--- src/rtl/multicycle_control.sv ---
// Main control FSM for the multi-cycle MIPS datapath.
// Sequences fetch/decode/execute/memory/writeback and stalls on MemReady.
module multicycle_control (
  input  logic       clk,
  input  logic       rst,
  input  logic [5:0] Opcode,
  input  logic       MemReady,
  output logic       PCWrite,
  output logic       PCWriteCond,
  output logic       IorD,
  output logic       MemRead,
  output logic       MemWrite,
  output logic       IRWrite,
  output logic       MemtoReg,
  output logic       RegDst,
  output logic       RegWrite,
  output logic       ALUSrcA,
  output logic [1:0] ALUSrcB,
  output logic [1:0] ALUop,
  output logic [1:0] PCSource,
  output logic       IllegalOp,
  output logic [3:0] State
);

  localparam logic [5:0] OP_RTYPE = 6'b000000;
  localparam logic [5:0] OP_LW    = 6'b100011;
  localparam logic [5:0] OP_SW    = 6'b101011;
  localparam logic [5:0] OP_ADDI  = 6'b001000;
  localparam logic [5:0] OP_SLTI  = 6'b001010;
  localparam logic [5:0] OP_BEQ   = 6'b000100;
  localparam logic [5:0] OP_J     = 6'b000010;

  typedef enum logic [3:0] {
    S_IDLE   = 4'd0,
    S_FETCH  = 4'd1,
    S_DECODE = 4'd2,
    S_MEMADR = 4'd3,
    S_MEMRD  = 4'd4,
    S_MEMWB  = 4'd5,
    S_MEMWR  = 4'd6,
    S_REXE   = 4'd7,
    S_RWB    = 4'd8,
    S_BEQ    = 4'd9,
    S_IEXE   = 4'd10,
    S_SEXE   = 4'd11,
    S_IWB    = 4'd12,
    S_JMP    = 4'd13
  } state_t;

  state_t state;

  assign State = state;

  // State sequencing; IllegalOp pulses the cycle after an undefined opcode decodes
  always_ff @(posedge clk or posedge rst) begin
    if (rst) begin
      state     <= S_IDLE;
      IllegalOp <= 1'b0;
    end else begin
      IllegalOp <= 1'b0;
      case (state)
        S_IDLE:  state <= S_FETCH;
        S_FETCH: if (MemReady) state <= S_DECODE;
        S_DECODE: begin
          case (Opcode)
            OP_LW, OP_SW: state <= S_MEMADR;
            OP_RTYPE:     state <= S_REXE;
            OP_BEQ:       state <= S_BEQ;
            OP_ADDI:      state <= S_IEXE;
            OP_SLTI:      state <= S_SEXE;
            OP_J:         state <= S_JMP;
            default: begin
              state     <= S_FETCH;
              IllegalOp <= 1'b1;
            end
          endcase
        end
        S_MEMADR: state <= (Opcode == OP_LW) ? S_MEMRD : S_MEMWR;
        S_MEMRD:  if (MemReady) state <= S_MEMWB;
        S_MEMWR:  if (MemReady) state <= S_FETCH;
        S_REXE:   state <= S_RWB;
        S_IEXE,
        S_SEXE:   state <= S_IWB;
        default:  state <= S_FETCH;
      endcase
    end
  end

  // Datapath controls decoded from the current state
  always_comb begin
    PCWrite     = 1'b0;
    PCWriteCond = 1'b0;
    IorD        = 1'b0;
    MemRead     = 1'b0;
    MemWrite    = 1'b0;
    IRWrite     = 1'b0;
    MemtoReg    = 1'b0;
    RegDst      = 1'b0;
    RegWrite    = 1'b0;
    ALUSrcA     = 1'b0;
    ALUSrcB     = 2'b00;
    ALUop       = 2'b00;
    PCSource    = 2'b00;
    case (state)
      S_FETCH: begin
        MemRead = 1'b1;
        ALUSrcB = 2'b01;
        ALUop   = 2'b01;
        IRWrite = MemReady;
        PCWrite = MemReady;
      end
      S_DECODE: begin
        ALUSrcB = 2'b11;
        ALUop   = 2'b01;
      end
      S_MEMADR, S_IEXE: begin
        ALUSrcA = 1'b1;
        ALUSrcB = 2'b10;
        ALUop   = 2'b01;
      end
      S_SEXE: begin
        ALUSrcA = 1'b1;
        ALUSrcB = 2'b10;
        ALUop   = 2'b10;
      end
      S_MEMRD: begin
        MemRead = 1'b1;
        IorD    = 1'b1;
      end
      S_MEMWB: begin
        RegWrite = 1'b1;
        MemtoReg = 1'b1;
      end
      S_MEMWR: begin
        MemWrite = 1'b1;
        IorD     = 1'b1;
      end
      S_REXE: begin
        ALUSrcA = 1'b1;
      end
      S_RWB: begin
        RegWrite = 1'b1;
        RegDst   = 1'b1;
      end
      S_BEQ: begin
        ALUSrcA     = 1'b1;
        ALUop       = 2'b11;
        PCWriteCond = 1'b1;
        PCSource    = 2'b01;
      end
      S_IWB: begin
        RegWrite = 1'b1;
      end
      S_JMP: begin
        PCWrite  = 1'b1;
        PCSource = 2'b10;
      end
      default: ;
    endcase
  end

endmodule
--- config.mk ---
export PLATFORM = sky130hd
export DESIGN_NAME = multicycle_control
export DESIGN_NICKNAME = d
export VERILOG_FILES = /design/src/rtl/multicycle_control.sv
export SDC_FILE = /design/constraint.sdc
export NUM_CORES = 1
export LEC_CHECK = 0
export CORE_UTILIZATION = 40
export DETAILED_ROUTE_END_ITERATION = 10
export HOLD_SLACK_MARGIN = 0.1
export MAX_ROUTING_LAYER = met4
export PLACE_DENSITY = 0.81
export SYNTH_ARGS = -nofsm -noshare
export SYNTH_HDL_FRONTEND = slang
export SYNTH_SLANG_ARGS = --single-unit
--- constraint.sdc ---
create_clock -name clk -period 2.4 [get_ports clk]
set_clock_uncertainty 0.2 [all_clocks]
set_input_delay 0.6 -clock clk [delete_from_list [all_inputs] [get_ports clk]]
set_output_delay 0.6 -clock clk [all_outputs]
set_load 0.03 [all_outputs]
Word-level counts from Yosys, hierarchy flattened
Cells that the tools add are included.
{"block": "op_classes", "eq_ne": 22, "muxes": 21, "n_reduce_logical": 11}
{"cell": "$pmux W4 S7", "count": 1}
{"cell": "$eq A4 B4 Y1 const B", "count": 6}
{"cell": "$pmux W4 S6", "count": 1}
{"cell": "$eq A4 B3 Y1 const B", "count": 4}
{"cell": "$eq A6 B4 Y1 const B", "count": 2}
{"cell": "$eq A6 B6 Y1 const B", "count": 2}
{"cell": "$mux W4", "count": 3}
{"cell": "$pmux W2 S3", "count": 2}
{"cell": "$mux W1", "count": 11}
{"cell": "$eq A4 B2 Y1 const B", "count": 2}
{"cell": "$reduce_or A2 Y1", "count": 4}
{"cell": "$reduce_or A7 Y1", "count": 1}
{"cell": "$eq A6 B2 Y1 const B", "count": 1}
{"cell": "$eq A6 B3 Y1 const B", "count": 1}
{"cell": "$logic_not A6 Y1", "count": 1}
{"cell": "$ne A2 B2 Y1 const B", "count": 3}
{"cell": "$reduce_or A3 Y1", "count": 2}
{"cell": "$reduce_or A5 Y1", "count": 1}
{"cell": "$eq A4 B1 Y1 const B", "count": 1}
{"cell": "$pmux W2 S2", "count": 1}
{"cell": "$reduce_or A4 Y1", "count": 1}
{"cell": "$reduce_and A3 Y1", "count": 1}
{"cell": "$mux W2", "count": 1}
{"cell": "$pmux W1 S2", "count": 1}
{"block": "word_totals", "register_bits": 5, "in_bits": 9, "out_inout_bits": 21, "wordCells": 56}

Logic depth before layout (Yosys ltp)
Gate-level depths: netlist (run 1).
{"block": "logic_depth", "depth_word": 4, "ltp_mapped": 6, "mapped_depth_nobuf": 4}

Worst setup path after synthesis (run 1)
Ideal clock, no wire load.
{"block": "synth_path", "kind": "register -> output", "from": "reg state[0], in the netlist State[0]", "to": "out PCWrite", "arrival_time_ns": 2.207, "required_time_ns": 1.600, "path_slack_ns": -0.607, "path_stages_with_launch": 5, "n_path_buf": 1, "cell_sequence": "dfrtp_1 buf_4 nand2_1 nor4_1 or2_2"}
{"block": "synth_between", "elab_chain_cells": 2, "elab_cells_between_ends": 3, "classes_between": "eq/ne (2); mux (1)"}
{"element": "start, declared", "line_no": "50", "rtl": "state_t state;"}
{"element": "start signal, assigned", "line_no": "78", "rtl": "S_MEMADR: state <= (Opcode == OP_LW) ? S_MEMRD : S_MEMWR;"}
{"element": "$eq A4 B4 Y1 or $eq A4 B1 Y1 (tied branches)", "line_no": "104", "rtl": "case (state)"}
{"element": "$pmux W1 S2 *", "line_no": "104"}
{"element": "end, declared", "line_no": "8", "rtl": "output logic PCWrite,"}
Every way passes the cells marked *; elsewhere a longest branch is shown, timed or not.

Final worst setup path (run 1)
{"block": "layout_path", "from": "reg state[2], in the netlist State[2]", "to": "out ALUop[1]"}
{"block": "layout_between", "elab_chain_cells": 3, "elab_cells_between_ends": 8, "classes_between": "eq/ne (6); mux (1); reduce/logical (1)"}
{"element": "$eq A4 B2 Y1 (tied with other cells)", "line_no": "104"}
{"element": "$reduce_or A4 Y1 (no source line)"}
{"element": "$pmux W2 S3 *", "line_no": "104"}
{"element": "end, declared", "line_no": "19", "rtl": "output logic [1:0] ALUop,"}
Marked as above.

==> flow_summary.rst, run 1 <==
.. list-table::
   :header-rows: 1

   * - Metric
     - Value
   * - Outcome
     - finished, final reports clean
   * - Total clock buffers created by CTS
     - 3
   * - Tightest slew margin relative to the limit
     - 79.2%
   * - Proportion of register bits with asynchronous set or reset after synthesis
     - 100%
   * - Post-synthesis sequential area ratio
     - 23.5%
   * - Via count of the routed design
     - 688
   * - Share of the cycle needed by the critical path after routing
     - 97.4%
   * - Capturing element type of the critical path
     - primary output
   * - Clk sinks
     - 5
   * - Max-slew violation count
     - 0
   * - Top post-synthesis cells by area
     - sky130_fd_sc_hd__dfrtp_1 23%, sky130_fd_sc_hd__nor2_1 5.6%, sky130_fd_sc_hd__nand2_1 4.9%, sky130_fd_sc_hd__buf_4 4.2%, sky130_fd_sc_hd__a21oi_1 3.8%
   * - Total track usage
     - approximately a quarter
   * - Vias in the first global route
     - 616
   * - Height of the chip
     - slightly below 40 um
   * - Count of port buffers added during placement
     - 29
   * - Layout Utilization
     - about 78%
   * - Startpoint Class
     - flop
   * - Initial detailed-routing violation count
     - 14
   * - Worst path arrival time
     - around 1.5 ns
   * - Number of nets still failing antenna checks after routing
     - 0
   * - Clock Pin Slew Worst Setup and Hold Paths
     - about 0.040 ns
   * - Yosys synthesis warning count
     - 0
   * - Commonest cells after routing, fill and taps aside
     - 20 x sky130_fd_sc_hd__buf_4, 13 x sky130_fd_sc_hd__clkdlybuf4s50_1, 8 x sky130_fd_sc_hd__nor2_1
   * - Combinational share of power
     - slightly below 80%
   * - Post-synth top area cell
     - sky130_fd_sc_hd__dfrtp_1
   * - Unrepaired setup endpoints after global routing
     - no
   * - Post-Route Hold Slack
     - roughly 0.37 ns
   * - TritonCTS clock tree
     - done
   * - Growth of design area from synthesis to finish
     - 70.4%
   * - Largest fanout on the critical path
     - 8
   * - Crit path time final
     - about 2.3 ns
   * - Reported max-cap violation count
     - 0
   * - Critical Setup Path Class
     - reg2out
   * - Final weighted congestion in routability-driven placement
     - between 0.7 and 0.8
   * - Internal power contribution
     - approximately 0.57 mW
   * - Drt first pass iters
     - 4
   * - Sequential Power Share
     - between 10% and 20%
   * - WL final
     - 1570 um
   * - Least-Margin Pin Slew
     - between 0.3 and 0.4 ns
   * - Clk_lat worst skew
     - 0.24 ns
   * - Worst VDD drop
     - 0.000709 V
   * - Library cell used as clock root buffer
     - sky130_fd_sc_hd__clkbuf_4
   * - Type of the worst min-delay path
     - in2async
   * - Aggregate global routing overflow
     - 0
   * - Number of core rows
     - 12
   * - Number of enable flip-flop cells after synthesis
     - 0
   * - Power density over cell area
     - between 1000 and 1500 nW/um^2
   * - Total standard cell area after synthesis
     - between 500 and 600 um^2
   * - Top flip-flop cell by instance count after synthesis
     - sky130_fd_sc_hd__dfrtp_1
   * - Horizontal extent of the die
     - slightly below 40 um
   * - Max Fclk
     - about 430 MHz
   * - Starting density of the core
     - a little under half
   * - Sw Ratio
     - between 50% and 60%
   * - Setup-failing EPs final
     - 0
   * - Diode count
     - 0
   * - Slack of the critical path
     - around 0.063 ns
   * - I/O pin count
     - 30
   * - Maximum number of buffers from clock root to sink
     - 2
   * - Die area
     - about 1500 um^2
   * - Hold violation count in the final report
     - 0
   * - Depth of the CTS H-tree
     - 1
   * - Synth Net Count
     - 82
   * - Detailed placement HPWL
     - ~1200 um
   * - Sw power
     - roughly 0.62 mW
   * - Critical path required time
     - approximately 1.6 ns
   * - Detailed-route vias per instance
     - about 5.6
   * - DRC violation count after routing
     - 0
   * - Most common library cell in the layout ignoring fill and taps
     - sky130_fd_sc_hd__buf_4
   * - Top cell type's share of synthesized area
     - a little under a quarter
   * - Antenna violations before repair
     - 0
   * - Global-route wire length before repair
     - 2500 um
   * - Final #Nets
     - 119
   * - Pin count of the biggest net entering global routing
     - 14
   * - Core area
     - 1170 um^2
   * - Sum of negative setup slack
     - 0 ns
   * - Setup slack at placement
     - -0.0740 ns
   * - Distinct cells, synth
     - 37
   * - Clock power frac
     - a little over 8%
   * - Synth Instances
     - 73
   * - Leakage component of the power
     - ~0.42 nW
   * - Ratio of cells with drive above 1 in the final layout
     - between 30 and 40%
   * - Flop and latch count out of synthesis
     - 5
   * - Mean area per synthesized cell
     - ~7.3 um^2
   * - Average wire per cell in the routed design
     - approximately 13 um
## synth_stat cells (2+ instances only)
| library cell | instances |
|---|---|
| sky130_fd_sc_hd__buf_2 | 2 |
| sky130_fd_sc_hd__nand2_1 | 7 |
| sky130_fd_sc_hd__nor3_1 | 4 |
| sky130_fd_sc_hd__a32o_1 | 2 |
| sky130_fd_sc_hd__nor4b_1 | 2 |
| sky130_fd_sc_hd__nor2_1 | 8 |
| sky130_fd_sc_hd__nor2b_1 | 2 |
| sky130_fd_sc_hd__xnor2_1 | 2 |
| sky130_fd_sc_hd__o21ai_0 | 3 |
| sky130_fd_sc_hd__dfrtp_1 | 5 |
| sky130_fd_sc_hd__inv_1 | 4 |
| sky130_fd_sc_hd__a21oi_1 | 4 |
| sky130_fd_sc_hd__buf_4 | 3 |
| sky130_fd_sc_hd__nand3_1 | 2 |
## final cells by class
cell class / instances / area, um^2
Fill cell: 95 / 263
Sequential cell: 5 / 126
Multi-Input combinational cell: 57 / 385
Timing Repair Buffer: 39 / 338
Tap cell: 14 / 17.5
Inverter: 4 / 15.0
Clock buffer: 4 / 26.3
## routing by layer
layer	share of wire (%)	vias to the layer above	wire [um]	global-route usage [%]
met1	42	327	667	27.0
li1	-	335	-	-
met3	4.3	2	67	5.81
met2	52	24	824	42.9
met4	0.76	0	12	6.90
met5	0	-	0	-
## final timing paths
| kind | start | end | slack [ns] | cells past startpoint |
|---|---|---|---|---|
| max | State[2] | ALUop[1] | 0.06 | 2 |
| min | rst | State[0] | 0.37 | 2 |
| max reg2reg | State[2] | State[1] | 0.57 | 5 |
| min reg2reg | State[3] | State[0] | 0.59 | 3 |
| max in group asynchronous | rst | State[1] | 1.43 | 2 |
| min in group clk | State[3] | State[0] | 0.59 | 3 |
## logic make-up after synthesis
| logic type | synth area share, % |
|---|---|
| AND/OR/NAND/NOR | 37.6 |
| AO/OA/AOI/OAI | 23.9 |
| buffers and inverters | 11.7 |
| flip-flops | 23.5 |
| XOR/XNOR | 3.29 |
## registers in the layout, indices dropped and copies added (netlist names)
register   count
IllegalOp      1
State          4
## per-stage QoR
| step | cell area, um^2 | total power, mW | instances |
|---|---|---|---|
| after floorplan | 554 | 0.744 | 73 |
| after global placement | 860 | 1.06 | 119 |
| after detailed placement | 860 | 1.07 | 119 |
| after CTS | 891 | 1.17 | 123 |
| after global routing | 908 | 1.27 | 123 |
| final | 908 | 1.19 | 123 |
## critical path: stages, from the launching register on
cell	delay, ns
sky130_fd_sc_hd__dfrtp_1	0.48
sky130_fd_sc_hd__nor2_1	0.14
sky130_fd_sc_hd__clkdlybuf4s50_1	0.67
## power by group through the flow
stage | clock network, mW | registers (mW) | logic [mW]
final | 0.0986 | 0.154 | 0.942
after global routing | 0.108 | 0.159 | 1.01
after CTS | 0.102 | 0.148 | 0.922
after detailed placement | 0 | 0.149 | 0.921
after global placement | 0 | 0.148 | 0.914
after floorplan | 0 | 0.194 | 0.550
## timing repair
action	in CTS	in global routing
hold buffers	0	0
setup endpoints to repair	5	3
buffers inserted	0	0
gates cloned	0	0
gates resized for setup	8	5
pin swaps	1	0
Power figures use the tool's default switching activity.
==> run 2: changes to the inputs <==
Settings changed: PLACE_DENSITY 0.81 to 0.83.
==> run 2 against run 1 <==
Against the previous run: sequential power grew 5%; maximum frequency is 1.3% higher; core utilization is 0.11 points lower; wire length fell by 8.6%; die area did not move; flip-flop and latch count did not move; clock power down 6.2%; sequential share of layout area up 0.16 points; count of clock-buffer cells in the layout did not move; worst hold slack worse by 0.0098 ns.
==> flow_summary.rst, run 2 (same netlist as run 1, synthesis figures left out) <==
.. list-table::
   :header-rows: 1

   * - Metric
     - Value
   * - Sequential Power Share
     - 13.8% (was 12.9%)
   * - TritonCTS clock tree
     - done (unchanged)
   * - Library cell used as clock root buffer
     - sky130_fd_sc_hd__clkbuf_4 (unchanged)
   * - Crit path time final
     - 2.31 ns (was 2.34 ns)
   * - Worst path arrival time
     - 1.51 ns (was 1.54 ns)
   * - Initial detailed-routing violation count
     - 16 (was 14)
   * - Worst R2R Path Depth
     - 5 (unchanged)
   * - Maximum number of buffers from clock root to sink
     - 2 (unchanged)
   * - Starting density of the core
     - 45.5% (unchanged)
   * - Clock power frac
     - 7.9% (was 8.3%)
   * - Die area
     - 1480 um^2 (unchanged)
   * - Max-slew violation count
     - 0 (unchanged)
   * - Vias in the first global route
     - 601 (was 616)
   * - Detailed placement HPWL
     - 1140 um (was 1180 um)
   * - Sum of negative setup slack
     - 0 ns (unchanged)
   * - Critical path required time
     - 1.60 ns (about the same)
   * - Met3 GRT Util
     - 3.49% (was 5.81%)
   * - Setup-failing EPs final
     - 0 (unchanged)
   * - DRC violation count after routing
     - 0 (unchanged)
   * - Global routing usage on met1
     - 26.2% (was 27.0%)
   * - Hold violation count in the final report
     - 0 (unchanged)
   * - Pin count of the biggest net entering global routing
     - 14 (unchanged)
   * - Cell repeated most along the worst path
     - sky130_fd_sc_hd__buf_4
   * - Clk sinks
     - 5 (unchanged)
   * - Antenna violations before repair
     - 0 (unchanged)
   * - Reported max-cap violation count
     - 0 (unchanged)
   * - Depth of the CTS H-tree
     - 1 (unchanged)
   * - Critical register-to-register path endpoint
     - State[1] (unchanged)
   * - Aggregate global routing overflow
     - 0 (unchanged)
   * - Cell-by-cell listing of the critical path
     - buf_4 -> nand2_1 -> nor2_1 -> or2_2 -> buf_4 (was nor2_1 -> clkdlybuf4s50_1)
   * - Most common library cell in the layout ignoring fill and taps
     - sky130_fd_sc_hd__buf_4 (unchanged)
   * - Combinational share of power
     - 78.3% (was 78.9%)
   * - Count of port buffers added during placement
     - 29 (unchanged)
   * - Internal power contribution
     - 0.558 mW (was 0.571 mW)
   * - Core area
     - 1170 um^2 (unchanged)
   * - Buffering stage count on the worst path with inverters included
     - 2 (was 1)
   * - Final design area excluding fillers
     - 907 um^2 (was 908 um^2)
   * - Final weighted congestion in routability-driven placement
     - 0.853 (was 0.796)
   * - Clk_lat worst skew
     - 0.23 ns (was 0.24 ns)
   * - Via count of the routed design
     - 671 (was 688)
   * - Number of flip-flops in the largest register
     - 4 (unchanged)
   * - Drt first pass iters
     - 4 (unchanged)
   * - WL final
     - 1440 um (was 1570 um)
   * - Number of core rows
     - 12 (unchanged)
   * - Combined area of the multi-input logic cells
     - 385 um^2 (unchanged)
   * - Global-route wire length before repair
     - 2420 um (was 2500 um)
   * - Horizontal extent of the die
     - 38.5 um (unchanged)
   * - Number of nets still failing antenna checks after routing
     - 0 (unchanged)
   * - Launching point of the worst reg2reg path
     - State[2] (unchanged)
   * - Register area
     - 128 um^2 (was 126 um^2)
   * - Critical Setup Path Class
     - reg2out (unchanged)
   * - Max Fclk
     - 433 MHz (was 428 MHz)
   * - Hold Buf Count CTS
     - 0 (unchanged)
   * - Capturing element type of the critical path
     - primary output (unchanged)
   * - Growth of design area from synthesis to finish
     - 70.2% (was 70.4%)
   * - Largest fanout on the critical path
     - 11 (was 8)
   * - Share of the cycle needed by the critical path after routing
     - 96.1% (was 97.4%)
   * - Unrepaired setup endpoints after global routing
     - no (unchanged)
   * - I/O pin count
     - 30 (unchanged)
   * - Worst VDD drop
     - 0.000704 V (was 0.000709 V)
   * - Cell with the largest stage delay on the worst path
     - sky130_fd_sc_hd__dfrtp_2 (was sky130_fd_sc_hd__clkdlybuf4s50_1)
   * - Detailed-route vias per instance
     - 5.50 (was 5.59)
   * - GRT met2 Usage
     - 44.2% (was 42.9%)
   * - Final #Nets
     - 118 (was 119)
   * - Clock Pin Slew Worst Setup and Hold Paths
     - 0.04 ns (about the same)
   * - Power density over cell area
     - 1290 nW/um^2 (was 1320 nW/um^2)
   * - Least-Margin Pin Slew
     - 0.320 ns (was 0.311 ns)
   * - Total track usage
     - 23.7% (was 24.4%)
   * - Average wire per cell in the routed design
     - 11.8 um (was 12.8 um)
   * - Startpoint Class
     - flop (unchanged)
   * - Leakage component of the power
     - 0.441 nW (was 0.422 nW)
   * - Sw power
     - 0.611 mW (was 0.624 mW)
   * - Filler instances
     - 89 (was 95)
   * - Cell family contributing the most delay on the critical path
     - flip-flops (was buffers and inverters)
   * - Commonest cells after routing, fill and taps aside
     - 19 x sky130_fd_sc_hd__buf_4, 11 x sky130_fd_sc_hd__clkdlybuf4s50_1, 8 x sky130_fd_sc_hd__nor2_1 (was 20 x sky130_fd_sc_hd__buf_4, 13 x sky130_fd_sc_hd__clkdlybuf4s50_1, 8 x sky130_fd_sc_hd__nor2_1)
   * - Worst setup slack for register-to-register paths
     - 0.59 ns (was 0.57 ns)
   * - Outcome
     - finished, final reports clean (unchanged)
   * - Tightest slew margin relative to the limit
     - 78.6% (was 79.2%)
   * - Area post-placement
     - 852 um^2 (was 860 um^2)
   * - Total clock buffers created by CTS
     - 3 (unchanged)
   * - Power consumption
     - 1.17 mW (was 1.19 mW)
   * - Height of the chip
     - 38.5 um (unchanged)
   * - Post-CTS setup repair buffer count
     - 0 (unchanged)
   * - Sw Ratio
     - 52.2% (about the same)
   * - Delay of the slowest cell on the worst path
     - 0.49 ns (was 0.67 ns)
   * - Type of the worst min-delay path
     - in2async (unchanged)
   * - Diode count
     - 0 (unchanged)
   * - Ratio of cells with drive above 1 in the final layout
     - 34.3% (was 33.9%)
   * - Global-route layer with the greatest usage
     - met2 (unchanged)
run 2: cell types whose count changed in the layout (fill, tap and decap cells not counted):
cell                              previous run  this run
sky130_fd_sc_hd__clkdlybuf4s50_1            13        11
sky130_fd_sc_hd__dfrtp_1                     4         3
sky130_fd_sc_hd__dlymetal6s2s_1              0         2
sky130_fd_sc_hd__buf_4                      20        19
sky130_fd_sc_hd__dfrtp_2                     1         2
run 2: metal layers:
layer | wire length [um] | vias to the layer above
met5 | 0 | -
met4 | 0 | 0
met3 | 63 | 0
met2 | 757 | 31
met1 | 618 | 310
li1 | - | 330
run 2: power groups by stage:
stage | combinational [mW] | clock (mW) | sequential (mW)
after global routing | 0.973 | 0.104 | 0.169
after global placement | 0.887 | 0 | 0.154
final | 0.915 | 0.0925 | 0.162
after detailed placement | 0.892 | 0 | 0.154
after floorplan | 0.550 | 0 | 0.194
after CTS | 0.888 | 0.0960 | 0.153
run 2: cell type report:
class                      instances  share of cell area, %
clock buffer                       4                   2.90
inverter                           4                   1.66
multi-input combinational         57                   42.5
sequential                         5                   14.1
tap                               14                   1.93
timing repair buffer              38                   37.0
run 2: worst max path at each step:
stage,depth (start not counted),slack (ns),endpoint,from
detailed placement,5,-0.11,PCWrite,MemReady
global route,6,0.008,PCWrite,State[3]
finish,5,0.09,PCWrite,State[2]
floorplan,4,-0.21,PCWrite,State[0]
global placement,5,-0.06,PCWrite,MemReady
CTS,2,0.003,ALUop[1],State[2]
run 2: per-stage QoR:
stage	hold slack [ns]	std cells	setup slack [ns]	util, %
6_report	0.358	122	0.0929	77.5
5_1_grt	0.367	122	0.00767	77.5
4_1_cts	0.357	122	0.00261	75.1
3_5_place_dp	0.557	118	-0.115	72.8
3_3_place_gp	0.558	118	-0.0641	72.8
2_1_floorplan	0.179	73	-0.208	-
run 2: repair_timing:
item                       CTS  global route
pin swaps                    1             0
setup endpoints to repair    5             6
gates resized for setup      7             9
